## config.mk

```make
export PLATFORM = sky130hd
export DESIGN_NAME = osd_stm_arbiter_flat
export DESIGN_NICKNAME = d
export VERILOG_FILES = /design/src/rtl/osd_stm_arbiter_if.sv /design/src/rtl/osd_stm_arbiter.sv /design/src/flat_wrapper.sv
export SDC_FILE = /design/constraint.sdc
export NUM_CORES = 1
export LEC_CHECK = 0
export ABC_AREA = 1
export CORE_AREA = 2 2 176 178
export CTS_CLUSTER_SIZE = 16
export DETAILED_ROUTE_END_ITERATION = 6
export DIE_AREA = 0 0 178 180
export SLEW_MARGIN = 40
export SYNTH_ARGS = -nofsm -noshare
export SYNTH_HDL_FRONTEND = slang
export SYNTH_SLANG_ARGS = --single-unit
```

## constraint.sdc

```tcl
create_clock -name i_clk -period 4.72 [get_ports i_clk]
set_input_delay 0.472 -clock i_clk [delete_from_list [all_inputs] [get_ports i_clk]]
set_output_delay 0.472 -clock i_clk [all_outputs]
set_load 0.03 [all_outputs]
```

## src/rtl/osd_stm_arbiter_if.sv

```systemverilog
// Request/trace bus between STM trace requesters and osd_stm_arbiter.
// The arbiter uses the slave modport; requester/STM models use the master modport.
interface osd_stm_arbiter_if #(
    parameter int NREQ = 4,
    parameter int XLEN = 64
);
    logic [NREQ-1:0]      req_valid;
    logic [NREQ*16-1:0]   req_id;
    logic [NREQ*XLEN-1:0] req_value;
    logic [NREQ-1:0]      req_ready;
    logic                 trace_stall;
    logic                 trace_valid;
    logic [15:0]          trace_id;
    logic [XLEN-1:0]      trace_value;

    modport master (
        output req_valid, req_id, req_value, trace_stall,
        input  req_ready, trace_valid, trace_id, trace_value
    );

    modport slave (
        input  req_valid, req_id, req_value, trace_stall,
        output req_ready, trace_valid, trace_id, trace_value
    );
endinterface

```

## src/rtl/osd_stm_arbiter.sv

```systemverilog
// Round-robin arbiter merging NREQ trace event sources onto one registered STM port.
// Optional per-requester saturating drop counters enabled by OSD_STM_ARB_DROPCNT_EN.
module osd_stm_arbiter #(
    parameter int NREQ = 4,
    parameter int XLEN = 64
) (
    input  logic                 i_clk,
    input  logic                 i_rst_n,
    osd_stm_arbiter_if.slave     bus,
    input  logic [NREQ-1:0]      i_en_mask,
    input  logic                 i_drop_clr,
    output logic [NREQ*8-1:0]    o_drop_count
);
    localparam int PW = (NREQ > 1) ? $clog2(NREQ) : 1;

    logic [PW-1:0]   r_ptr;
    logic            r_traceValid;
    logic [15:0]     r_traceId;
    logic [XLEN-1:0] r_traceValue;

    logic [NREQ-1:0] w_elig;
    logic            w_grantValid;
    logic [PW-1:0]   w_grantIdx;
    logic [NREQ-1:0] w_ready;
    logic [15:0]     w_selId;
    logic [XLEN-1:0] w_selValue;

    assign w_elig = bus.req_valid & i_en_mask;

    // Search starts one past the last winner so every eligible source gets its turn.
    always_comb begin
        w_grantValid = 1'b0;
        w_grantIdx   = '0;
        for (int k = 1; k <= NREQ; k++) begin
            if (!w_grantValid && w_elig[(int'(r_ptr) + k) % NREQ]) begin
                w_grantValid = 1'b1;
                w_grantIdx   = PW'((int'(r_ptr) + k) % NREQ);
            end
        end
        if (bus.trace_stall) begin
            w_grantValid = 1'b0;
        end
    end

    assign w_selId    = bus.req_id[16*int'(w_grantIdx) +: 16];
    assign w_selValue = bus.req_value[XLEN*int'(w_grantIdx) +: XLEN];

    // Disabled sources are always drained so they never back up behind the arbiter.
    always_comb begin
        w_ready = '0;
        for (int i = 0; i < NREQ; i++) begin
            w_ready[i] = ~i_en_mask[i] | (w_grantValid && (w_grantIdx == PW'(i)));
        end
    end

    assign bus.req_ready = i_rst_n ? w_ready : '0;

    always_ff @(posedge i_clk or negedge i_rst_n) begin
        if (!i_rst_n) begin
            r_ptr        <= PW'(NREQ - 1);
            r_traceValid <= 1'b0;
            r_traceId    <= '0;
            r_traceValue <= '0;
        end else begin
            r_traceValid <= w_grantValid;
            if (w_grantValid) begin
                r_ptr        <= w_grantIdx;
                r_traceId    <= w_selId;
                r_traceValue <= w_selValue;
            end
        end
    end

    assign bus.trace_valid = r_traceValid;
    assign bus.trace_id    = r_traceId;
    assign bus.trace_value = r_traceValue;

`ifdef OSD_STM_ARB_DROPCNT_EN
    logic [7:0] r_dropCnt [NREQ];

    // Clear takes priority over a discard landing in the same cycle.
    always_ff @(posedge i_clk or negedge i_rst_n) begin
        if (!i_rst_n) begin
            for (int i = 0; i < NREQ; i++) begin
                r_dropCnt[i] <= '0;
            end
        end else begin
            for (int i = 0; i < NREQ; i++) begin
                if (i_drop_clr) begin
                    r_dropCnt[i] <= '0;
                end else if (!i_en_mask[i] && bus.req_valid[i] && (r_dropCnt[i] != 8'hFF)) begin
                    r_dropCnt[i] <= r_dropCnt[i] + 8'd1;
                end
            end
        end
    end

    for (genvar g = 0; g < NREQ; g++) begin : g_dropOut
        assign o_drop_count[8*g +: 8] = r_dropCnt[g];
    end
`else
    logic w_unusedDropClr;
    assign w_unusedDropClr = i_drop_clr;
    assign o_drop_count    = '0;
`endif
endmodule

```

## src/flat_wrapper.sv

```systemverilog
// flat-port wrapper written by rule: the top's interface ports become plain ports
module osd_stm_arbiter_flat 
#(
    parameter int NREQ = 4,
    parameter int XLEN = 64
)
  (i_clk, i_rst_n, i_en_mask, i_drop_clr, o_drop_count, bus_req_valid, bus_req_id, bus_req_value, bus_trace_stall, bus_req_ready, bus_trace_valid, bus_trace_id, bus_trace_value);
  osd_stm_arbiter_if #(.NREQ(NREQ), .XLEN(XLEN)) bus_i ();
  input  logic i_clk;
  input  logic i_rst_n;
  input  logic [NREQ-1:0] i_en_mask;
  input  logic i_drop_clr;
  output logic [NREQ*8-1:0] o_drop_count;
  input wire logic [$bits(bus_i.req_valid)-1:0] bus_req_valid;
  input wire logic [$bits(bus_i.req_id)-1:0] bus_req_id;
  input wire logic [$bits(bus_i.req_value)-1:0] bus_req_value;
  input wire logic [$bits(bus_i.trace_stall)-1:0] bus_trace_stall;
  output wire logic [$bits(bus_i.req_ready)-1:0] bus_req_ready;
  output wire logic [$bits(bus_i.trace_valid)-1:0] bus_trace_valid;
  output wire logic [$bits(bus_i.trace_id)-1:0] bus_trace_id;
  output wire logic [$bits(bus_i.trace_value)-1:0] bus_trace_value;
  assign bus_i.req_valid = bus_req_valid;
  assign bus_i.req_id = bus_req_id;
  assign bus_i.req_value = bus_req_value;
  assign bus_i.trace_stall = bus_trace_stall;
  assign bus_req_ready = bus_i.req_ready;
  assign bus_trace_valid = bus_i.trace_valid;
  assign bus_trace_id = bus_i.trace_id;
  assign bus_trace_value = bus_i.trace_value;
  osd_stm_arbiter #(.NREQ(NREQ), .XLEN(XLEN)) u_core (.i_clk(i_clk), .i_rst_n(i_rst_n), .bus(bus_i), .i_en_mask(i_en_mask), .i_drop_clr(i_drop_clr), .o_drop_count(o_drop_count));
endmodule
```

==> out/metrics.yaml, run 1 <==
global_routing:
  overflow: 0
  grt_pass1_vias: 7578
  grt_max_degree: 161
  grt_antenna_before_repair: 0
  grt_pass1_wl_um: 41100
  grt_use_total: 0.162
timing:
  rsz0062_at_grt: "no"
  setup_tns_ns: 0
  setup_slack_ns: 1.23
  tightest_slew_ns: 0.911
  setup_viol: 0
  final_max_slew_viol_count: 0
  skew_ns: 0.0147
  max_freq_mhz: 287
  hold_violations: 0
  fin_crit_sh: 0.738
  period_minus_slack_ns: 3.49
  worst_slew_margin_rel: 0.393
finish:
  nets: 1767
  fin_util: 0.367
  layout-drive-gt1-share: 0.0299
  nFillCells: 3238
  regArea_sq_um: 2080
  n_antenna_cell: 0
  area_growth_pct: 71.3
  multi_input_comb_area_sq_um: 3820
power:
  irDropWorstVdd_uv: 639
  p_clk_frac: 0.097
  p_sw_mw: 4.41
  p_leak_nw: 5.25
  totalPowerFinal_mw: 8.08
  p_int_mw: 3.67
  cellPowerDensity_nw_per_um2: 730
  power_frac_comb: 0.746
  netSwitchingFraction: 0.546
  sequentialPowerShare: 0.157
placement:
  gp_congestion: 0.807
  io_buffers: 415
  dp_hpwl_um: 19400
  pre_cts_slack_ns: 1.36
synthesis:
  synthTopCellsByArea: "nand2_1 (35%), dfrtp_1 (31%), nand3_1 (20%), buf_4 (4.9%), buf_2 (2.3%)"
  synthesis.area_sq_um: 6460
  synth_top_area_share: 0.346
  syn_area_per_cell_sq_um: 5.99
  ys_types: 21
  ys_ff_latch: 83
  ys_seq_area_frac: 0.322
  syn_inst: 1078
  yosysWarnings: 0
  synth_top_area_cell: "nand2_1"
clock_tree:
  cts_resized: 0
  cts_buffers: 9
  cts_setup_buffers: 0
  cts_tree: "done"
  clk_latency_ns: 0.35
  clkTransAtPathRegs_ns: 0.07
  hold_buffers: 0
  cts_sinks: 83
  ctsHtreeMaxLevel: 3
  clock_path_buffers: 2
  root_buffer: "clkbuf_16"
worst_setup_path:
  crit_path_end: "bus_req_ready[2]"
  regToRegSetupSlack_ns: 1.78
  critical_path_buf_inv_count: 3
  crit_family: "buffers and inverters"
  crit_type: "reg2out"
  cp_common_cell: "inv_2"
  cp.depth: 11
  crit_start: "u_core.r_ptr[0]"
  worstPathRequired_ns: 4.25
  worst-path-max-fanout: 11
  cp_cell_sequence: "inv_2, nand2_1, nand2_2, o21ai_2, nand4_1, nand2_4, nand2_8, inv_2, nand3_1, a21oi_1, clkdlybuf4s50_1"
  r2r-start: "u_core.r_ptr[0]"
  crit_path_end_kind: "output pin"
  slowest_delay_ns: 0.68
  crit_slowest_cell: "clkdlybuf4s50_1"
  reg2reg_to: "u_core.bus.trace_value[28]"
  startpoint_type: "register"
  worst_r2r_path_depth: 11
  worst_ep_arrival_time_ns: 3.01
floorplan:
  die_area_sq_um: 32000
  die_w_um: 178
  pin_count: 449
  core-area_sq_um: 30200
  die_h_um: 180
  rows: 64
  initial_core_util: 0.214
drt:
  drtIter0Drc: 356
  via_per_inst: 4.35
  top_layer: "met4"
  drtPass1Iterations: 4
  wl_met2_um: 13100
  vias: 7990
  postRouteWirelength_um: 27200
  met3RoutedLength_um: 2100
  antenna_left: 0
  wirelength_met1_um: 11300
  route.detailed.drc: 0
  routedWlPerCell_um: 14.8
min_path:
  min_path_type: "in2async"
job:
  max_cap_violations: 0
run_status:
  status: "completed"
state kept, by name, indices dropped and copies added, names as in the netlist:
signal / count
u_core.bus.trace_value: 64
u_core.r_ptr: 2
u_core.bus.trace_valid: 1
u_core.bus.trace_id: 16
layout by cell type, fill, tap and decap left out, drive strengths merged:
cell type      count
nand4              3
o21ai              2
a31oi              1
nand2            601
bufinv             2
inv                9
nor2               6
dfrtp             81
clkdlybuf4s50    413
clkbuf            12
conb              32
clkinvlp           2
dfstp              2
buf               13
a21oi              5
nand3            256
per-stage QoR:
| step | std cells | instance area, sq um | hold WS [ns] |
|---|---|---|---|
| global route | 1836 | 11100 | 0.0789 |
| finish | 1836 | 11100 | 0.0640 |
| global placement | 1817 | 10700 | 0.440 |
| CTS | 1836 | 11100 | 0.0670 |
| floorplan | 1109 | 6580 | 0.176 |
| detailed placement | 1820 | 10800 | 0.445 |
power by group through the flow:
stage               registers, mW  logic [mW]  clock network [mW]
floorplan                    1.90        3.68                   0
global placement             1.26        6.00                   0
detailed placement           1.27        6.09                   0
CTS                          1.27        6.11               0.817
global route                 1.32        6.68               0.848
finish                       1.27        6.03               0.786
layout make-up:
cell class,instances,share of cell area
sequential,83,0.188
inverter,9,0.00305
clock buffer,12,0.0214
timing repair buffer,426,0.391
clock inverter,4,0.00678
tap,396,0.0448
multi-input combinational,906,0.345
cell families after synthesis:
kind of cell           count (synthesis)  share of synthesized area
AO/OA/AOI/OAI                          8                    0.00697
other                                  1                   0.000580
AND/OR/NAND/NOR                      866                      0.558
buffers and inverters                120                      0.113
flip-flops                            83                      0.322
layer usage:
metal | vias up | global-route usage
met5 | - | 0
met3 | 29 | 0.0372
met4 | 0 | 0.0485
met2 | 301 | 0.283
li1 | 4085 | -
met1 | 3575 | 0.195
how the worst min path moves through the flow:
stage | slack [ns] | to | cells past startpoint | from
3_5_place_dp | 0.44 | u_core.bus.trace_value[29] | 1 | i_rst_n
6_report | 0.06 | u_core.bus.trace_id[15] | 1 | i_rst_n
4_1_cts | 0.07 | u_core.bus.trace_id[15] | 1 | i_rst_n
5_1_grt | 0.08 | u_core.bus.trace_id[15] | 1 | i_rst_n
2_1_floorplan | 0.18 | u_core.bus.trace_id[0] | 0 | i_rst_n
3_3_place_gp | 0.44 | u_core.bus.trace_value[29] | 1 | i_rst_n
cells in the mapped netlist:
cell and n:
nand3_1 255, nor2_2 3, o21ai_0 1, inv_1 6, buf_4 42, nand4_1 3
clkbuf_1 26, buf_6 11, buf_2 30, nand2_1 595, inv_2 3, a21oi_1 5
a31oi_1 1, dfrtp_1 81, nand3_2 1, dfstp_2 2, o21ai_2 1, buf_1 2
conb_1 1, nor2_1 3, nand2_2 6
(Power assumes the default switching activity.)
==> run 2, diff against run 1 <==
Settings changed: CORE_AREA 2 2 176 178 to 2 2 173 175, DIE_AREA 0 0 178 180 to 0 0 175 177.
Clock period 4.72 ns to 3.6 ns, I/O delays scaled along.
==> run 2 against run 1 <==
  * Via count increased by 0.88%
  * Non-clock buffer count increased by 3
  * Wire length decreased by 1.1%
  * Sequential share of layout area about the same
  * Die area decreased by 3.3%
  * Utilization increased by 1.2 points
  * Design area increased by 0.15%
  * First-iteration DRC count increased by 32%
  * Critical endpoint is now bus_req_ready[0]
  * Largest power group unchanged
==> out/metrics.yaml, run 2 (synthesis gave the netlist of run 1 again) <==
global_routing:
  grt_max_degree: 84  # -48%
  grt_use_total: 0.167  # +0.00493
  grt_pass1_vias: 7596  # +0.24%
  grt_pass1_wl_um: 41100  # about the same
  grt_antenna_before_repair: 1  # +1
  overflow: 0  # unchanged
floorplan:
  rows: 63  # -1.6%
  pin_count: 449  # unchanged
  initial_core_util: 0.221  # +0.00691
  die_w_um: 175  # -1.7%
  core-area_sq_um: 29200  # -3.1%
  die_h_um: 177  # -1.7%
  die_area_sq_um: 31000  # -3.3%
timing:
  final_max_slew_viol_count: 0  # unchanged
  skew_ns: 0.0102  # -0.00449 ns
  setup_viol: 0  # unchanged
  max_freq_mhz: 336
  setup_tns_ns: 0  # unchanged
  period_minus_slack_ns: 2.97
  rsz0062_at_grt: "no"
  tightest_slew_ns: 0.694  # -0.217 ns
  worst_slew_margin_rel: 0.537  # +0.145
  hold_violations: 0  # unchanged
  fin_crit_sh: 0.826
worst_setup_path:
  crit_slowest_cell: "dfstp_2"
  crit_start: "u_core.r_ptr[0]"
  worstPathRequired_ns: 3.24  # -1.01 ns
  worst-path-max-fanout: 11  # unchanged
  crit_path_end_kind: "output pin"
  worst_ep_arrival_time_ns: 2.61  # -0.40 ns
  slowest_delay_ns: 0.62  # -0.06 ns
  cp_cell_sequence: "inv_2, nand2_1, nand2_2, o21ai_2, nand4_1, nand2_4, nand2_4, inv_2, nand2_1, a21oi_1, buf_12"
  r2r-start: "u_core.r_ptr[0]"
  startpoint_type: "register"
  crit_type: "reg2out"
finish:
  nets: 1770  # +0.17%
  area_growth_pct: 71.6
  final_common_cell: "nand2_1"
  finalInstanceArea_sq_um: 11100  # +0.15%
  layout-drive-gt1-share: 0.0340  # +0.00410
  final_cell_mix: "nand2_1 (594), clkdlybuf4s50_1 (410), nand3_1 (255)"
  n_antenna_cell: 0  # unchanged
  largest_reg_flops: 64  # unchanged
placement:
  gp_congestion: 0.798  # -1.0%
  dp_hpwl_um: 19900  # +2.3%
  place_area_sq_um: 10800  # unchanged
  io_buffers: 415  # unchanged
power:
  p_leak_nw: 5.28  # +0.58%
  irDropWorstVdd_uv: 1150  # +80%
  cellPowerDensity_nw_per_um2: 957  # +31%
min_path:
  min_path_type: "in2async"
drt:
  antenna_left: 0  # unchanged
  met3RoutedLength_um: 1730  # -17%
  wirelength_met1_um: 11300  # -0.41%
  drtPass1Iterations: 5  # +1
  postRouteWirelength_um: 26900  # -1.1%
  vias: 8060  # +0.88%
  top_layer: "met4"
  drtIter0Drc: 470  # +32%
  route.detailed.drc: 0  # unchanged
  routedWlPerCell_um: 14.7  # -0.96%
  wl_met2_um: 13300  # +1.2%
  via_per_inst: 4.40  # +1.0%
clock_tree:
  cts_setup_buffers: 0  # unchanged
  clk_latency_ns: 0.34  # about the same
  clock_path_buffers: 2  # unchanged
  clkTransAtPathRegs_ns: 0.07  # about the same
  ctsHtreeMaxLevel: 3  # unchanged
  root_buffer: "clkbuf_16"
  cts_tree: "done"
  cts_buffers: 9  # unchanged
  cts_sinks: 83  # unchanged
job:
  max_cap_violations: 0  # unchanged
run_status:
  status: "completed"
## run 2: cell types whose count changed in the layout (fill, tap and decap cells not counted), sizes merged
cell,change
clkdlybuf4s50,-3
dlygate4sd3,+1
buf,+5
## run 2: worst paths after layout
path	end	slack (ns)	depth (start not counted)
min in group i_clk	u_core.bus.trace_value[60]	0.49	2
max in group asynchronous	u_core.bus.trace_value[42]	2.27	3
hold / removal	u_core.bus.trace_value[34]	0.43	2
hold reg to reg	u_core.bus.trace_value[60]	0.49	2
setup reg to reg	u_core.bus.trace_value[27]	1.01	11
setup / recovery	bus_req_ready[0]	0.63	11
## run 2: metrics by stage
| stage | std cells | hold slack [ns] | utilization | setup WS [ns] | power, mW |
|---|---|---|---|---|---|
| final | 1833 | 0.425 | 0.379 | 0.627 | 10.6 |
| after global routing | 1833 | 0.430 | 0.379 | 0.446 | 11.6 |
| after CTS | 1833 | 0.422 | 0.379 | 0.596 | 10.8 |
| after detailed placement | 1816 | 0.230 | 0.368 | 0.884 | 9.66 |
| after global placement | 1815 | 0.228 | 0.367 | 0.521 | 9.62 |
| after floorplan | 1109 | 0.0644 | - | 0.967 | 7.32 |
## run 2: report_power, final
group | leakage (nW) | internal (mW) | switching [mW]
registers | 1.03 | 1.42 | 0.251
clock network | 0.149 | 0.630 | 0.424
logic | 4.10 | 2.81 | 5.07
total | 5.28 | 4.86 | 5.75
## run 2: worst max-delay path: cells and delay by family, from the launching register on
family                 cells  cell delay [ns]
buffers and inverters      3             0.37
and+or+nand+nor            6             0.82
AOI/OAI and AO/OA          2             0.45
DFF                        1             0.62
## run 2: metal layers
| metal | vias up | GRT usage |
|---|---|---|
| met2 | 309 | 0.292 |
| li1 | 4092 | - |
| met4 | 0 | 0.0521 |
| met3 | 30 | 0.0324 |
| met1 | 3629 | 0.207 |
| met5 | - | 0 |
## run 2: final cells by class
class	count	area (sq um)
Fill cell	3087	18200
Timing Repair Buffer	429	4360
Multi-Input combinational cell	906	3800
Sequential cell	83	2080
Tap cell	390	488
Clock buffer	12	246
Clock inverter	4	75.1
Inverter	9	33.8
## run 2: what timing repair did
| item | CTS | global route |
|---|---|---|
| hold endpoints to repair | 10 | 0 |
| hold buffers | 1 | 0 |
| resized for setup | 0 | 0 |
